`config.mk`:
```
export PLATFORM = sky130hd
export DESIGN_NAME = multicycle_control
export DESIGN_NICKNAME = d
export VERILOG_FILES = /design/src/rtl/multicycle_control.sv
export SDC_FILE = /design/constraint.sdc
export NUM_CORES = 1
export LEC_CHECK = 0
export BUFFER_PORTS_ARGS = -buffer_cell sky130_fd_sc_hd__buf_2
export CAP_MARGIN = 10
export CORE_MARGIN = 2
export CORE_UTILIZATION = 46
export CTS_BUF_LIST = sky130_fd_sc_hd__clkbuf_8
export DETAILED_ROUTE_END_ITERATION = 10
export GPL_ROUTABILITY_DRIVEN = 1
export PLACE_DENSITY = 0.9
export SLEW_MARGIN = 25
export SYNTH_ARGS = -nofsm -noshare
export SYNTH_HDL_FRONTEND = slang
export SYNTH_SLANG_ARGS = --single-unit
```
`constraint.sdc`:
```
create_clock -name clk -period 1.8 [get_ports clk]
set_input_delay 0.27 -clock clk [delete_from_list [all_inputs] [get_ports clk]]
set_output_delay 0.27 -clock clk [all_outputs]
set_load 0.1 [all_outputs]
```
`src/rtl/multicycle_control.sv`:
```
// rtl/multicycle_control.sv - multicycle MIPS main control FSM, one micro-step per clock
// Optional MCC_MEM_WAIT_EN adds mem_ready to stall FETCH, MEM_RD and MEM_WR.
module multicycle_control #(
  parameter int STATE_W = 4
) (
  input  logic               clk,
  input  logic               reset,
`ifdef MCC_MEM_WAIT_EN
  input  logic               mem_ready,
`endif
  input  logic [5:0]         opcode,
  output logic               PCWrite,
  output logic               PCWriteCondEQ,
  output logic               PCWriteCondNE,
  output logic               IorD,
  output logic               MemRead,
  output logic               MemWrite,
  output logic               IRWrite,
  output logic               MemtoReg,
  output logic               RegDst,
  output logic               RegWrite,
  output logic               ZeroExt,
  output logic               ALUSrcA,
  output logic [1:0]         ALUSrcB,
  output logic [2:0]         ALUOp,
  output logic [1:0]         PCSource,
  output logic               instr_done,
  output logic               illegal_op,
  output logic [STATE_W-1:0] state_o
);

  localparam logic [5:0] OP_R    = 6'b000000;
  localparam logic [5:0] OP_ADDI = 6'b001000;
  localparam logic [5:0] OP_ORI  = 6'b001101;
  localparam logic [5:0] OP_LUI  = 6'b001111;
  localparam logic [5:0] OP_LW   = 6'b100011;
  localparam logic [5:0] OP_SW   = 6'b101011;
  localparam logic [5:0] OP_BEQ  = 6'b000100;
  localparam logic [5:0] OP_BNE  = 6'b000101;
  localparam logic [5:0] OP_J    = 6'b000010;

  typedef enum logic [3:0] {
    S_IDLE     = 4'd0,
    S_FETCH    = 4'd1,
    S_DECODE   = 4'd2,
    S_MEM_ADDR = 4'd3,
    S_MEM_RD   = 4'd4,
    S_MEM_WB   = 4'd5,
    S_MEM_WR   = 4'd6,
    S_EXEC_R   = 4'd7,
    S_WB_R     = 4'd8,
    S_EXEC_I   = 4'd9,
    S_WB_I     = 4'd10,
    S_BRANCH   = 4'd11,
    S_JUMP     = 4'd12,
    S_ILLEGAL  = 4'd13
  } state_t;

  state_t state_q, state_d;
  logic   mem_rdy;

`ifdef MCC_MEM_WAIT_EN
  assign mem_rdy = mem_ready;
`else
  assign mem_rdy = 1'b1;
`endif

  always_ff @(posedge clk or negedge reset) begin
    if (!reset) state_q <= S_IDLE;
    else        state_q <= state_d;
  end

  always_comb begin
    state_d       = S_FETCH;
    PCWrite       = 1'b0;
    PCWriteCondEQ = 1'b0;
    PCWriteCondNE = 1'b0;
    IorD          = 1'b0;
    MemRead       = 1'b0;
    MemWrite      = 1'b0;
    IRWrite       = 1'b0;
    MemtoReg      = 1'b0;
    RegDst        = 1'b0;
    RegWrite      = 1'b0;
    ZeroExt       = 1'b0;
    ALUSrcA       = 1'b0;
    ALUSrcB       = 2'b00;
    ALUOp         = 3'b000;
    PCSource      = 2'b00;
    instr_done    = 1'b0;
    illegal_op    = 1'b0;
    case (state_q)
      S_IDLE: state_d = S_FETCH;
      S_FETCH: begin
        // IR and PC load only on the cycle the fetch data is actually present
        MemRead = 1'b1;
        IRWrite = mem_rdy;
        PCWrite = mem_rdy;
        ALUSrcB = 2'b01;
        ALUOp   = 3'b100;
        state_d = mem_rdy ? S_DECODE : S_FETCH;
      end
      S_DECODE: begin
        ALUSrcB = 2'b11;
        ALUOp   = 3'b100;
        case (opcode)
          OP_LW, OP_SW:            state_d = S_MEM_ADDR;
          OP_R:                    state_d = S_EXEC_R;
          OP_ADDI, OP_ORI, OP_LUI: state_d = S_EXEC_I;
          OP_BEQ, OP_BNE:          state_d = S_BRANCH;
          OP_J:                    state_d = S_JUMP;
          default:                 state_d = S_ILLEGAL;
        endcase
      end
      S_MEM_ADDR: begin
        ALUSrcA = 1'b1;
        ALUSrcB = 2'b10;
        ALUOp   = 3'b100;
        state_d = (opcode == OP_LW) ? S_MEM_RD : S_MEM_WR;
      end
      S_MEM_RD: begin
        MemRead = 1'b1;
        IorD    = 1'b1;
        state_d = mem_rdy ? S_MEM_WB : S_MEM_RD;
      end
      S_MEM_WB: begin
        RegWrite   = 1'b1;
        MemtoReg   = 1'b1;
        instr_done = 1'b1;
      end
      S_MEM_WR: begin
        MemWrite   = 1'b1;
        IorD       = 1'b1;
        instr_done = mem_rdy;
        state_d    = mem_rdy ? S_FETCH : S_MEM_WR;
      end
      S_EXEC_R: begin
        ALUSrcA = 1'b1;
        ALUOp   = 3'b111;
        state_d = S_WB_R;
      end
      S_WB_R: begin
        RegWrite   = 1'b1;
        RegDst     = 1'b1;
        instr_done = 1'b1;
      end
      S_EXEC_I: begin
        ALUSrcA = 1'b1;
        ALUSrcB = 2'b10;
        ZeroExt = (opcode == OP_ORI);
        case (opcode)
          OP_ORI:  ALUOp = 3'b101;
          OP_LUI:  ALUOp = 3'b110;
          default: ALUOp = 3'b100;
        endcase
        state_d = S_WB_I;
      end
      S_WB_I: begin
        RegWrite   = 1'b1;
        instr_done = 1'b1;
      end
      S_BRANCH: begin
        ALUSrcA       = 1'b1;
        ALUOp         = 3'b011;
        PCSource      = 2'b01;
        PCWriteCondEQ = (opcode == OP_BEQ);
        PCWriteCondNE = (opcode == OP_BNE);
        instr_done    = 1'b1;
      end
      S_JUMP: begin
        PCWrite    = 1'b1;
        PCSource   = 2'b10;
        instr_done = 1'b1;
      end
      S_ILLEGAL: begin
        illegal_op = 1'b1;
        instr_done = 1'b1;
      end
      default: state_d = S_FETCH;
    endcase
  end

  assign state_o = STATE_W'(state_q);

endmodule

```
==> results of run 1 <==
-- cell families after synthesis --
| family | count (synthesis) | synth area share (%) |
|---|---|---|
| and+or+nand+nor | 48 | 41.2 |
| AOI/OAI and AO/OA | 22 | 25.9 |
| buffers and inverters | 12 | 12.8 |
| DFF | 4 | 15.6 |
| xor gates and xnor gates | 2 | 2.72 |
| muxes | 1 | 1.75 |
-- Yosys cell counts (3+ instances only) --
cell type / n / area, µm²
nand2b_1: 4 / 25.0
dfrtp_1: 4 / 100
nor3_1: 6 / 30.0
buf_6: 4 / 45.0
o21ai_0: 3 / 15.0
a21oi_1: 3 / 15.0
nor2_1: 12 / 45.0
clkbuf_1: 3 / 11.3
nand2_1: 7 / 26.3
-- metrics by stage --
step / setup WS, ns / hold slack [ns]
after floorplan: -0.526 / -0.0256
after global placement: 0.0412 / 0.0780
==> out/summary.md, run 1 <==
Counting flops and latches in the post-synthesis netlist gives 4. Counting every instance in the synthesized netlist gives 89. The standard-cell row count came out at 13. The number of nets handed over by synthesis was 97. The number of distinct standard cells referenced by the synthesized netlist was 42; the overall die width was 41.4 µm. The share of the Yosys chip area taken by registers is 15.6%. The number of flops mapped to enable cells by yosys came out at 0.

The tool reported: "[ERROR DPL-0038] Utilization greater than 100%, impossible to legalize". The cell area after technology mapping was 643 µm². The flow did not finish. For this design the top-level I/O count stands at 33. During placement, the flow inserted port buffers numbering 32. The average instance in the mapped netlist occupies 7.23 µm².

The vertical die dimension was 41.4 µm. The tools report the last stage the flow got to as 3_5_place_dp. The share of synthesized flip-flops with an asynchronous set or reset was 100%; the initial core utilization was 49.4%. The Yosys step of the flow raised 0 warnings. In the synthesized netlist the dominant register cell turns out to be dfrtp_1.

The run gives 0.878 as the routability congestion estimate from global placement.
==> inputs of run 2 (changes only) <==
Settings changed: CORE_AREA set to 2 2 63 65, CORE_MARGIN 2 to unset, CORE_UTILIZATION 46 to unset, CTS_BUF_LIST sky130_fd_sc_hd__clkbuf_8 to unset, DIE_AREA set to 0 0 65 67, PLACE_DENSITY 0.9 to unset, PLACE_DENSITY_LB_ADDON set to 0.15.
==> run 2 against run 1 <==
The flow now finishes, with violations (setup timing). Synthesized cell count is the same. Synthesized area is the same.
==> out/summary.md, run 2 <==
The first global-routing pass estimated 4.02 mm of wire. The routed wire length per instance was 12.7 µm; the number of antenna violations at the first check in global routing was 0. The share of synthesized flip-flops with an asynchronous set or reset came out at 100% (unchanged).

The logs give 15.6% (unchanged) for the sequential element share of the synthesized area and 0.513 GHz for the upper clock frequency limit. After the first detailed-routing iteration, the DRC count stood at 18. Before CTS, the worst setup slack after placement is 0.00918 ns. The cell area after technology mapping is 643 µm² (unchanged), and the endpoint required time on the critical path is 1.53 ns. The worst relative slew slack is 67.6%. The placed wire-length estimate after detailed placement was 1.92 mm; the area share of fa/ha/maj cells after synthesis was 0% (unchanged).

The footprint of the multi-input gates was 734 µm². The most repeated cell in the gate-level netlist after synthesis was nor2_1 (unchanged). The core region is 0.00361 mm². The run gives 848 as the via count of the first global-routing pass. The run gives 97 (unchanged) as the net count after synthesis.

TritonCTS built the clock tree. For the largest clock skew in the final design, the log shows 0.00416 ns. The worst hold path belongs to the class input pin to asynchronous set/reset pin. The worst setup path is of the register to primary output kind. Setup total negative slack on the finished layout was measured at -0.659 ns.

The smallest clock period supported by the final layout is computed as 1.95 ns. The synthesized-area fraction occupied by and/or/nand/nor cells is 41.2% (unchanged), and the largest fanout on the critical path is 2. The run gives 345 as the number of filler cells placed in the layout.

Setup repair after global routing could not meet its margin everywhere. The routability congestion estimate from global placement was 0.777 (was 0.878); the H-tree depth reported by CTS was 1. The share of the synthesized area in compound gates (AO/OA/AOI/OAI) came out at 25.9% (unchanged). The logs give 4 for the first-pass iteration count of the detailed router and 4 for the number of clock sinks.

The run gives 867 as the total via count after detailed routing. The warning count from the yosys run was 0 (unchanged). The tools report the smallest hold slack as 0.387 ns. The run gives 0 as the number of routed nets with antenna violations. Summing all flip-flop and latch instances after layout gives 115 µm². In the final design database the tool counted 153 nets. The maximum count of clock buffers along a single path was 2. The checks that failed: setup timing. The logs give 0 for the count of endpoints failing hold in the final timing report and 0.00436 mm² for the area enclosed by the die boundary. The number of I/O port buffers is 32 (unchanged), and the pin count of the biggest net entering global routing is 12. The max-cap violation count was 0; the final worst-path cycle share was 108%. Standard-cell row count: 22 (was 13). Leaving out fill and tap cells, the most frequent cell in the layout is buf_12. Ranking of synthesized cells by instance count: nor2_1 (12), nand2_1 (7), nor3_1 (6) (unchanged).

The total length of routed wires was 2.43 mm; the overall fraction of global-route tracks in use was 11.8%. Largest cells by area after synthesis: dfrtp_1 (16%), buf_6 (7.0%), nor2_1 (7.0%) (unchanged). The largest area contributor in the synthesized netlist was dfrtp_1 (unchanged). The vertical die dimension works out to 67 µm (was 41.4 µm). Largest family of logic cells by synthesized area: simple AND/OR/NAND/NOR gates (unchanged).

Vias per cell: 4.54. The flip-flop count of the largest register, all copies and words added was 4. The tools report the number of ports placed on the die boundary as 33 (unchanged). The run finished, with violations left. The top cell type's share of synthesized area came out at 15.6% (unchanged). The XOR/XNOR share of the synthesized area came out at 2.72% (unchanged). The overall die width came out at 65 µm (was 41.4 µm).

After detailed routing, the number of remaining DRC violations is 0. The actual transition at the worst max-transition pin was 0.489 ns. The register clock-pin slew on the reported worst setup and hold paths came out at 0.03 ns. The number of flops mapped to enable cells by yosys came out at 0 (unchanged). The number of max-slew violations in the final report is 0. Average cell area after synthesis: 7.23 µm² (unchanged). The startpoint class of the critical path was a register. The number of distinct standard cells referenced by the synthesized netlist was 42 (unchanged); the share of post-route cells with drive strength above 1 was 74.8%. The prevailing post-synth register cell was dfrtp_1 (unchanged). The number of standard cells after synthesis is 89 (unchanged). STA classifies the critical path endpoint as a primary output.

The leftover overflow at the end of global routing was 0. The tools report the final setup slack of the worst path as -0.150 ns. STA puts the critical path data arrival time at 1.68 ns. The number of register bits inferred by synthesis was 4 (unchanged); the share of cell area taken by muxes after synthesis was 1.75% (unchanged). The initial core utilization is 17.8% (was 49.4%). In the layout the commonest cells are buf_12 (21), buf_4 (20), buf_2 (11), buf_6 (8). The CTS root buffer is clkbuf_8. The synthesis-to-layout area growth was 164%; the setup-violating endpoint count in the final report was 9. The total CTS buffers is 3. At the later pin of the worst-skew pair, clock insertion delay measures 0.22 ns. The repair_antennas step left the layout with diodes totalling 0.
-- run 2: cell counts after synthesis --
Identical to the previous run, type by type.
-- run 2: path summary, 6_finish.rpt --
path                                 startpoint              endpoint  slack [ns]  depth (start not counted)
setup / recovery           state_o[2]$_DFF_PN0_              ALUOp[0]       -0.15                          5
hold / removal                            reset  state_o[2]$_DFF_PN0_        0.39                          2
setup reg to reg           state_o[2]$_DFF_PN0_  state_o[3]$_DFF_PN0_        0.30                          4
hold reg to reg            state_o[1]$_DFF_PN0_  state_o[2]$_DFF_PN0_        0.64                          1
max in group asynchronous                 reset  state_o[0]$_DFF_PN0_        1.27                          2
min in group clk                      opcode[4]  state_o[1]$_DFF_PN0_        0.46                          4
-- run 2: layout make-up --
cell class                 count  area share (%)
sequential                     4            6.78
inverter                       1           0.368
timing repair buffer          62            43.6
multi-input combinational     73            43.3
tap                           48            3.54
clock buffer                   3            2.43
-- run 2: per-layer routing --
layer	GRT usage [%]	wire length, µm	up-vias
li1	-	-	433
met1	14.2	911	405
met2	21.0	1380	24
met3	0.845	80	5
met4	6.38	48	0
met5	0	0	-
-- run 2: cells by family (layout without fill, tap and decap cells) --
family,Yosys count,after routing
and+or+nand+nor,48,48
DFF,4,4
muxes,1,1
AOI/OAI and AO/OA,22,22
buffers and inverters,12,66
xor gates and xnor gates,2,2
-- run 2: timing repair --
item / CTS / global route
gates cloned: 0 / 0
setup endpoints to repair: 18 / 16
resized for setup: 16 / 7
hold endpoints to repair: 4 / 0
setup buffers: 7 / 4
hold buffers: 1 / 0
pin swaps: 10 / 7
-- run 2: critical path: stages (launching register included) --
cell and delay [ns]:
dfrtp_4 0.47, nor2b_4 0.12, nand4_1 0.09, or3b_4 0.42
a21boi_4 0.16, buf_12 0.19
-- run 2: per-stage QoR --
stage	util, %	cell area [µm²]	cells
global route	47.1	1700	191
global placement	40.8	1470	176
detailed placement	40.8	1470	176
CTS	45.6	1640	187
finish	47.1	1700	191
floorplan	-	937	89
Power of run 2 is left out: the tool's default activity adds up to more than one toggle a clock period on the data nets, which glitch-free logic cannot reach.
